File: src/rtl/mux2x1_arbiter_pkg.sv
// Shared constants for the two-requester arbiter: default widths, requester
// indices and the output-stage state encoding.
package mux2x1_arbiter_pkg;

  localparam int unsigned WIDTH_DEF = 32;
  localparam int unsigned CNT_W_DEF = 16;

  localparam logic REQ0 = 1'b0;
  localparam logic REQ1 = 1'b1;

  // Output stage state is the out_valid bit itself
  localparam logic [0:0] EMPTY = 1'b0;
  localparam logic [0:0] FULL  = 1'b1;

endpackage

File: src/rtl/Mux2x1.sv
// Plain 2:1 word mux: sel=0 passes e1, sel=1 passes e2.
module Mux2x1 #(
  parameter int unsigned WIDTH = 32
) (
  input  logic [WIDTH-1:0] e1,
  input  logic [WIDTH-1:0] e2,
  input  logic             sel,
  output logic [WIDTH-1:0] y_c
);

  assign y_c = sel ? e2 : e1;

endmodule

File: src/rtl/rr_pick2.sv
// Two-way winner selection with a last-grant register; round-robin when FAIR,
// otherwise requester 0 has fixed priority.
module rr_pick2
  import mux2x1_arbiter_pkg::*;
#(
  parameter int unsigned FAIR = 1
) (
  input  logic clk,
  input  logic rst_n,
  input  logic valid0,
  input  logic valid1,
  input  logic advance,
  output logic winner_c,
  output logic grant_c
);

  logic last_grant;

  // With no request the winner parks on last_grant so sel stays steady
  always_comb begin
    winner_c = last_grant;
    unique case ({valid1, valid0})
      2'b01:   winner_c = REQ0;
      2'b10:   winner_c = REQ1;
      2'b11:   winner_c = (FAIR != 0) ? ~last_grant : REQ0;
      default: winner_c = last_grant;
    endcase
  end

  assign grant_c = advance & (valid0 | valid1);

  always_ff @(posedge clk or negedge rst_n) begin
    if (!rst_n) begin
      last_grant <= REQ1;
    end else if (grant_c) begin
      last_grant <= winner_c;
    end
  end

endmodule

File: src/rtl/mux2x1_arbiter.sv
// Arbitrates two valid/ready requesters onto one registered output channel,
// steering the shared Mux2x1 and counting accepted words per requester.
module mux2x1_arbiter
  import mux2x1_arbiter_pkg::*;
#(
  parameter int unsigned WIDTH = WIDTH_DEF,
  parameter int unsigned FAIR  = 1,
  parameter int unsigned CNT_W = CNT_W_DEF
) (
  input  logic             clk,
  input  logic             rst_n,
  input  logic             req0_valid,
  input  logic [WIDTH-1:0] req0_data,
  output logic             req0_ready,
  input  logic             req1_valid,
  input  logic [WIDTH-1:0] req1_data,
  output logic             req1_ready,
  output logic             out_valid,
  output logic [WIDTH-1:0] out_data,
  output logic             out_src,
  input  logic             out_ready,
  output logic             sel,
  output logic [CNT_W-1:0] cnt0,
  output logic [CNT_W-1:0] cnt1
);

  localparam logic [CNT_W-1:0] CNT_MAX = {CNT_W{1'b1}};

  logic [0:0]       state_q, state_nxt;
  logic [WIDTH-1:0] data_q, data_nxt;
  logic             src_q, src_nxt;
  logic [CNT_W-1:0] cnt0_q, cnt0_nxt;
  logic [CNT_W-1:0] cnt1_q, cnt1_nxt;
  logic             load_en_c;
  logic             winner_c;
  logic             grant_c;
  logic [WIDTH-1:0] mux_y_c;

  // Output stage can take a word when empty or when being drained this cycle
  assign load_en_c = (state_q == EMPTY) | out_ready;

  rr_pick2 #(
    .FAIR (FAIR)
  ) u_pick (
    .clk      (clk),
    .rst_n    (rst_n),
    .valid0   (req0_valid),
    .valid1   (req1_valid),
    .advance  (load_en_c),
    .winner_c (winner_c),
    .grant_c  (grant_c)
  );

  Mux2x1 #(
    .WIDTH (WIDTH)
  ) u_mux (
    .e1  (req0_data),
    .e2  (req1_data),
    .sel (winner_c),
    .y_c (mux_y_c)
  );

  assign sel        = winner_c;
  assign req0_ready = load_en_c & req0_valid & (winner_c == REQ0);
  assign req1_ready = load_en_c & req1_valid & (winner_c == REQ1);

  always_comb begin
    state_nxt = state_q;
    data_nxt  = data_q;
    src_nxt   = src_q;
    cnt0_nxt  = cnt0_q;
    cnt1_nxt  = cnt1_q;

    unique case (state_q)
      EMPTY: begin
        if (grant_c) state_nxt = FULL;
      end
      FULL: begin
        if (grant_c)        state_nxt = FULL;
        else if (out_ready) state_nxt = EMPTY;
      end
      default: state_nxt = EMPTY;
    endcase

    if (grant_c) begin
      data_nxt = mux_y_c;
      src_nxt  = winner_c;
      if (winner_c == REQ0) begin
        if (cnt0_q != CNT_MAX) cnt0_nxt = cnt0_q + CNT_W'(1);
      end else begin
        if (cnt1_q != CNT_MAX) cnt1_nxt = cnt1_q + CNT_W'(1);
      end
    end
  end

  always_ff @(posedge clk or negedge rst_n) begin
    if (!rst_n) begin
      state_q <= EMPTY;
      data_q  <= '0;
      src_q   <= REQ0;
      cnt0_q  <= '0;
      cnt1_q  <= '0;
    end else begin
      state_q <= state_nxt;
      data_q  <= data_nxt;
      src_q   <= src_nxt;
      cnt0_q  <= cnt0_nxt;
      cnt1_q  <= cnt1_nxt;
    end
  end

  assign out_valid = (state_q == FULL);
  assign out_data  = data_q;
  assign out_src   = src_q;
  assign cnt0      = cnt0_q;
  assign cnt1      = cnt1_q;

endmodule

File: config.mk
export PLATFORM = sky130hd
export DESIGN_NAME = mux2x1_arbiter
export DESIGN_NICKNAME = d
export VERILOG_FILES = /design/src/rtl/mux2x1_arbiter_pkg.sv /design/src/rtl/Mux2x1.sv /design/src/rtl/rr_pick2.sv /design/src/rtl/mux2x1_arbiter.sv
export SDC_FILE = /design/constraint.sdc
export NUM_CORES = 1
export LEC_CHECK = 0
export ABC_AREA = 1
export CAP_MARGIN = 20
export CORE_UTILIZATION = 30
export CTS_BUF_LIST = sky130_fd_sc_hd__clkbuf_4 sky130_fd_sc_hd__clkbuf_8
export DETAILED_ROUTE_END_ITERATION = 7
export GPL_ROUTABILITY_DRIVEN = 0
export GPL_TIMING_DRIVEN = 0
export SYNTH_ARGS = -nofsm -noshare
export SYNTH_HDL_FRONTEND = slang
export SYNTH_HIERARCHICAL = 1
export SYNTH_SLANG_ARGS = --single-unit
File: constraint.sdc
create_clock -name clk -period 1.6 [get_ports clk]
set_input_delay 0.32 -clock clk [delete_from_list [all_inputs] [get_ports clk]]
set_output_delay 0.32 -clock clk [all_outputs]
set_load 0.1 [all_outputs]
======== Word level (Yosys, flattened, before mapping) ========
Index checks and enable logic that the tools add are counted.
storage, ports and cells
  flip-flop bits (word level) ............. 67
  bits of input ports ..................... 69
  logic and storage cells ................. 31
operators by class
  add/sub/neg operators ................... 2
  equal/unequal tests ..................... 5
  muxes and demuxes ....................... 6
  bitwise logic cells ..................... 10
  reductions and logical operators ........ 2
operators with widths
  kind                                            number
  adder 16 x 1 -> 16 bit (second input constant)  2
  two-way mux 32 bit                              1
  inequality test 16 bit (second input constant)  2
  AND reduction 3 bit                             2
  bitwise AND 1 bit                               5
  == test 2 bit (second input constant)           2
  two-way mux 1 bit                               3
  inverter 1 bit                                  3
  case mux 1 bit (3 select lines)                 1
  == test 2 x 1 -> 1 bit (second input constant)  1
  OR 1 bit                                        2
  case mux 1 bit (2 select lines)                 1

======== Longest topological paths before layout ========
Gate-level depths: netlist (run 1).
  depth in word-level cells ............... 5
  depth in mapped cells ................... 13
  depth with buffers taken out ............ 12

======== Cells and area by module ========
Netlist (run 1), hierarchy kept.
by module, submodules not included
  module          instances  cells an instance  area each (sq um)
  mux2x1_arbiter  1          442                3,339.5
  Mux2x1          1          104                491.7
  rr_pick2        1          13                 75.1

======== Worst setup path before layout (run 1) ========
Ideal clock, no wire load.
  kind .................................... flip-flop to output port
  start point ............................. register u_pick.last_grant
  end point ............................... output req0_ready
  arrival ................................. 2.758 ns
  path slack .............................. -1.478 ns
  cell stages (with the launch flop) ...... 7
  cells stage by stage .................... dfstp_2 > inv_1 > nand2_1 > nand2_1 > inv_1 > nand2_1 > nor2_1
between the ends
  cells in the longest elaborated chain, start to end .. 4
ends and longest elaborated chain
  item                                 RTL line              text
  start: declaration                   rr_pick2.sv:17        logic last_grant;
  start signal: assignment             rr_pick2.sv:36        last_grant <= winner_c;
  inverter 1 bit                       rr_pick2.sv:25        2'b11: winner_c = (FAIR != 0) ? ~last_grant : REQ0;
  case mux 1 bit (3 select lines) (*)  rr_pick2.sv:22        unique case ({valid1, valid0})
  net sel                              mux2x1_arbiter.sv:22  output logic sel,
  inverter 1 bit (no source line) (*)  n/a
  bitwise AND 1 bit (*)                mux2x1_arbiter.sv:64  assign req0_ready = load_en_c & req0_valid & (winner_c == REQ0);
  end: declaration                     mux2x1_arbiter.sv:14  output logic req0_ready,
The timed path passes the listed nets; every way through them passes the cells marked *.

======== Worst setup path in the final report (run 1) ========
  start point ............................. register u_pick.last_grant
  end point ............................... output req0_ready
between the ends
  cells in the longest elaborated chain, start to end .. 4
ends and longest elaborated chain
  item                                 RTL line
  inverter 1 bit                       rr_pick2.sv:25
  case mux 1 bit (3 select lines) (*)  rr_pick2.sv:22
  inverter 1 bit (no source line) (*)  n/a
  bitwise AND 1 bit (*)                mux2x1_arbiter.sv:64
Every way passes the cells marked *; elsewhere a longest branch is shown, timed or not.

==> results.yml, run 1 <==
status:
  status: "finished with violations"
  violations: "negative setup slack"
logic_synthesis:
  synth-xor-area-share_pct: 2.47
  syn_inst: 559
  synth_compound_area_share_pct: 2.02
  yosysTopAreaCell: "dfrtp_1"
  synth.area.mux_share_pct: 0
  synth_area_mm2: 0.00391
  ys_ff_latch: 67
  synth_top_cell_area_share_pct: 42.3
  ys_seq_area_share_pct: 43.0
  synthAdderAreaFrac_pct: 0.641
  syn_nets: 630
  synth_top_family_by_area: "simple AND/OR/NAND/NOR gates"
  synth_cell_types: 29
  post_synth_and_or_nand_nor_area_fraction_pct: 43.9
  avgSynthCellArea_um2: 6.99
  yosysWarningCount: 6
  synthTopCellsByArea: "dfrtp_1 42%, nand2_1 31%, inv_1 3.3%"
floorplan:
  io_pins: 138
  dieArea_mm2: 0.0135
  die_h_um: 116
  die_x_um: 116
  row_count: 41
  initial_core_util_pct: 30.8
  core_mm2: 0.0127
setup_path:
  r2r_start: "u_pick/last_grant"
  path_max_fanout: 4
  reg2reg_to: "out_data[23]"
  r2r_cells: 10
  path_class: "reg -> out"
  cp-start-kind: "flip-flop"
  critPathArrivalTime_ns: 1.48
  crit_required_ns: 1.28
  r2r_setup_slack_ns: -0.07
  end_kind: "output pin"
sta:
  rsz0062_at_grt: "true"
  skew_ns: 0.0102
  tightest_slew_ns: 0.510
  max_slew_margin_pct: 66.2
  setup_ws_ns: -0.197
  period_share_pct: 112
  timing.final.crit_period_ns: 1.80
  drv_slew: 0
  fmax_mhz: 557
  hold_viol_final: 0
  setup_tns_ns: -1.33
  report.final.setup_viol: 19
pwr:
  cellPowerDensity_mw_per_mm2: 1480
  ir_drop_mv: 0.653
  p_leak_nw: 3.03
placed_design:
  hpwl_um: 8110
  port-buffer-count: 137
global_routing:
  antenna_found_initial: 1
  grt_max_degree: 68
  grt_pass1_vias: 3718
  grt_pass1_wl_um: 17900
  track_usage_pct: 17.3
  grt_overflow: 0
clock_tree:
  numCtsBuffers: 9
  cts_root_buf: "clkbuf_8"
  cts_tree: "built"
  clk-insertion-delay-late_ns: 0.34
  cts_sinks: 67
  clkSlewWorstSetupHoldPaths_ns: 0.07
  cts_max_level: 3
  clock_path_buffers: 2
detailed_routing:
  ant_nets: 0
  drc: 0
  num_vias: 3949
  drt_pass1_iterations: 4
  drt_iter0_markers: 160
  routedWlPerCell_um: 12.3
  routed_wirelength_um: 11200
  routed_via_density: 4.36
layout:
  fillers: 1299
  mostFrequentLayoutCells: "310 x nand2_1, 65 x clkdlybuf4s50_1, 61 x buf_2"
  antenna-diode-count: 0
  drive_gt1_share_pct: 29.7
  final_core_util_pct: 46.5
  final_common_cell: "nand2_1"
  areaGrowthSynthToFinish_pct: 51.0
  nets: 799
run:
  maxCapViolCount: 0
worst_hold_path:
  worstHoldEndpoint: "u_pick/last_grant"
  holdPathStages: 4
  hold_start: "req1_valid"
  worstHoldPathType: "in -> reg"
==> timing repair <==
item,CTS,global route
setup endpoints to repair,100,89
hold buffers,1,0
endpoints found under the hold margin,66,0
buffers inserted,8,9
pin swaps,4,4
cloned,3,1
resized for setup,349,36
==> stage by stage <==
step	instance area, um^2	hold WS (ns)	instances	power (W)	setup slack [ns]
2_1_floorplan	4090	0.0244	559	0.00616	-0.157
3_3_place_gp	5680	0.453	868	0.00744	-2.73
5_1_grt	5900	0.492	905	0.00917	-0.266
6_report	5900	0.457	905	0.00872	-0.197
4_1_cts	5850	0.477	896	0.00878	-0.234
3_5_place_dp	5700	0.363	869	0.00748	-1.23
==> Yosys cell counts (all sizes together) <==
cell type and n:
clkinv 2, nand4 8, nor2 42, inv 38
dfrtp 66, xnor2 5, nor3 1, o21ai 12
xor2 6, ha 2, nand2 334, buf 8
clkbuf 9, nand3b 5, nand3 20, dfstp 1
==> cell type report <==
class / instances / area (um^2) / share of cell area, %
inverters: 40 / 175 / 2.97
well taps: 172 / 215 / 3.65
repair buffers: 160 / 1360 / 23.0
multi-input cells: 435 / 2040 / 34.7
clock buffers: 11 / 151 / 2.57
flip-flops and latches: 67 / 1730 / 29.4
clock inverters: 5 / 27.5 / 0.467
plain buffers: 15 / 198 / 3.35
==> report_power, final <==
part	total (W)	leakage (nW)	internal (W)	switching, W
sequential	0.00246	0.813	0.00210	0.000357
clock	0.00132	0.0949	0.000637	0.000679
combinational	0.00495	2.12	0.00119	0.00375
total	0.00872	3.03	0.00393	0.00479
==> metal layers <==
metal | vias up | wire length [um] | track usage [%]
met5 | - | 13 | 0
met2 | 116 | 5280 | 28.4
met4 | 2 | 178 | 7.26
met1 | 1777 | 4810 | 21.1
met3 | 16 | 880 | 5.55
li1 | 2038 | - | -
==> cell families after synthesis <==
group,Yosys count
xor+xnor,11
buf+inv,57
simple gates,410
flops,67
compound gates,12
fa+ha+maj,2
==> flip-flops by register name (all words and copies together), names as in the netlist <==
| register | count |
|---|---|
| out_data | 32 |
| out_valid | 1 |
| cnt0 | 16 |
| cnt1 | 16 |
| u_pick/last_grant | 1 |
| out_src | 1 |
==> worst max path at each step <==
stage / startpoint / to / slack [ns] / cells past startpoint
floorplan: u_pick/last_grant / req0_ready / -0.16 / 6
global placement: rst_n / cnt1[0] / -2.73 / 1
detailed placement: req0_valid / req0_ready / -1.23 / 8
CTS: u_pick/last_grant / req0_ready / -0.23 / 7
global route: u_pick/last_grant / req0_ready / -0.27 / 7
finish: u_pick/last_grant / req0_ready / -0.20 / 7
==> critical path, cell delays in order, from the launching register on <==
cell and delay [ns]:
dfstp_2 0.56, inv_2 0.05, nand2_4 0.08, nand2_8 0.07
inv_6 0.06, nand2_4 0.04, nor2_4 0.10, buf_12 0.18
Power figures use the tool's default switching activity.
==> run 2, diff against run 1 <==
Settings changed: CORE_MARGIN set to 3, PLACE_DENSITY_LB_ADDON set to 0.2, SLEW_MARGIN set to 40.
==> run 2 against run 1 <==
  * The flow still finishes with violations (negative setup slack)
  * Utilization grew 4.2 points
  * Setup slack improved by 0.010 ns
  * First-iteration DRC count rose by 43%
  * Largest power group unchanged
==> results.yml, run 2 (synthesis results as in run 1) <==
status:
  status: "finished with violations"
  violations: "negative setup slack"
detailed_routing:
  num_vias: 4089
  routedWlPerCell_um: 12.8
  drc: 0
  drt_pass1_iterations: 4
  ant_nets: 0
  routed_via_density: 4.46
  drt_iter0_markers: 229
  routed_wirelength_um: 11800
clock_tree:
  numCtsBuffers: 9
  clk-insertion-delay-late_ns: 0.34
  cts_root_buf: "clkbuf_8"
  cts_max_level: 3
  cts_tree: "built"
  clkSlewWorstSetupHoldPaths_ns: 0.07
  cts_sinks: 67
  clock_path_buffers: 2
pwr:
  p_int_w: 0.00439
  p_sw_share_pct: 53.1
  p_leak_nw: 3.26
  p_switching_w: 0.00497
  p_comb_share_pct: 58.0
  power_frac_seq_pct: 26.4
  ir_drop_mv: 0.796
  p_clk_share_pct: 15.6
  cellPowerDensity_mw_per_mm2: 1460
global_routing:
  grt_overflow: 0
  grt_pass1_vias: 3903
  antenna_found_initial: 2
  track_usage_pct: 15.7
  grt_pass1_wl_um: 18300
  grt_max_degree: 39
sta:
  timing.final.crit_period_ns: 1.79
  drv_slew: 0
  max_slew_margin_pct: 66.6
  fmax_mhz: 560
  tightest_slew_ns: 0.505
  report.final.setup_viol: 53
  period_share_pct: 112
  setup_ws_ns: -0.186
  skew_ns: 0.0108
  rsz0062_at_grt: "true"
  hold_viol_final: 0
setup_path:
  path_cells: "inv_2, nand2_4, nand2_8, clkinv_4, nand2_4, nor2_4, buf_12"
  critPathArrivalTime_ns: 1.47
  path_class: "reg -> out"
  cp-start-kind: "flip-flop"
  critPathBufInv: 3
  path_max_fanout: 3
  critPathMaxStageDelay_ns: 0.57
  end_kind: "output pin"
  critPathTopFamily: "flip-flops"
  crit_required_ns: 1.28
  cp_slowest_cell: "dfstp_2"
  crit_path_frequent_cell: "nand2_4"
placed_design:
  port-buffer-count: 137
  dp_slack_ns: -0.522
  dpl.cell_count: 869
  hpwl_um: 8370
floorplan:
  io_pins: 138
  dieArea_mm2: 0.0144
  row_count: 41
  die_h_um: 120
  die_x_um: 120
  core_mm2: 0.0127
  initial_core_util_pct: 30.8
layout:
  multi_input_area_mm2: 0.00239
  mostFrequentLayoutCells: "239 x nand2_1, 66 x nand2_2, 65 x clkdlybuf4s50_1"
  layoutNonFillerInstCount: 917
  nets: 810
  seqCellArea_mm2: 0.00173
  final_common_cell: "nand2_1"
  largest_reg_flops: 32
  drive_gt1_share_pct: 41.1
  final_core_util_pct: 50.7
  areaGrowthSynthToFinish_pct: 64.5
  fillers: 1232
run:
  maxCapViolCount: 0
worst_hold_path:
  worstHoldPathType: "in -> async"
[run 2: cell count changes in the layout (fill, tap and decap cells not counted), sizes merged, moves of 2 or more]
cell	previous run	this run
inv	40	38
clkbuf	20	26
buf	94	106
clkdlybuf4s18	3	0
[run 2: worst register-to-register path: stages (launching register included)]
cell,delay [ns]
dfstp_2,0.57
inv_2,0.05
nand2_4,0.08
nand2_8,0.06
buf_6,0.13
buf_6,0.12
buf_12,0.14
buf_8,0.13
clkbuf_16,0.16
nand2_4,0.07
nand2_2,0.04
nand2_1,0.06
nand2_1,0.06
[run 2: area by class of cell]
cell class | instances | share of cell area (%)
inverters | 40 | 2.88
clock buffers | 14 | 2.61
repair buffers | 172 | 24.1
diodes | 1 | 0.0389
multi-input cells | 435 | 37.2
plain buffers | 14 | 2.39
well taps | 172 | 3.35
clock inverters | 2 | 0.545
flip-flops and latches | 67 | 26.9
[run 2: final timing paths]
check                          endpoint         startpoint  slack, ns  cells past startpoint
setup / recovery             req0_ready  u_pick/last_grant      -0.19                      7
hold / removal                  cnt0[7]              rst_n       0.43                      2
setup reg to reg           out_data[15]  u_pick/last_grant      -0.18                     12
hold reg to reg             out_data[1]        out_data[1]       0.47                      2
max in group asynchronous       cnt1[5]              rst_n       0.66                      3
min in group clk            out_data[1]        out_data[1]       0.47                      2
[run 2: layer usage]
layer / global-route usage, % / share of wire, % / wire length, um / vias to the layer above
li1: - / - / - / 2063
met5: 0 / 0.11 / 13 / -
met2: 26.1 / 50 / 5840 / 147
met3: 5.51 / 8.2 / 964 / 6
met4: 4.65 / 0.48 / 57 / 2
met1: 19.1 / 42 / 4900 / 1871
[run 2: what timing repair did]
action / CTS / global route
cloned: 3 / 5
hold buffers: 1 / 0
gates resized for setup: 29 / 149
hold endpoints to repair: 28 / 0
setup buffers: 8 / 18
pin swaps: 5 / 81
setup endpoints to repair: 25 / 68
[run 2: power by group through the flow]
stage                     Combinational [W]  Clock, W  Sequential, W
after detailed placement            0.00464         0        0.00249
after global placement              0.00495         0        0.00249
after CTS                           0.00487   0.00151        0.00246
after floorplan                     0.00122         0        0.00495
after global routing                0.00571   0.00160        0.00253
final                               0.00543   0.00146        0.00247
[run 2: stage by stage]
stage               power (W)  setup TNS (ns)  instance area [um^2]  hold slack [ns]
global route          0.00985           -9.51                  6430            0.436
detailed placement    0.00712          -24.50                  5350            0.215
floorplan             0.00616           -2.11                  4090           0.0244
global placement      0.00743         -195.30                  5680            0.453
CTS                   0.00885           -4.78                  5790            0.419
finish                0.00936           -4.77                  6430            0.427
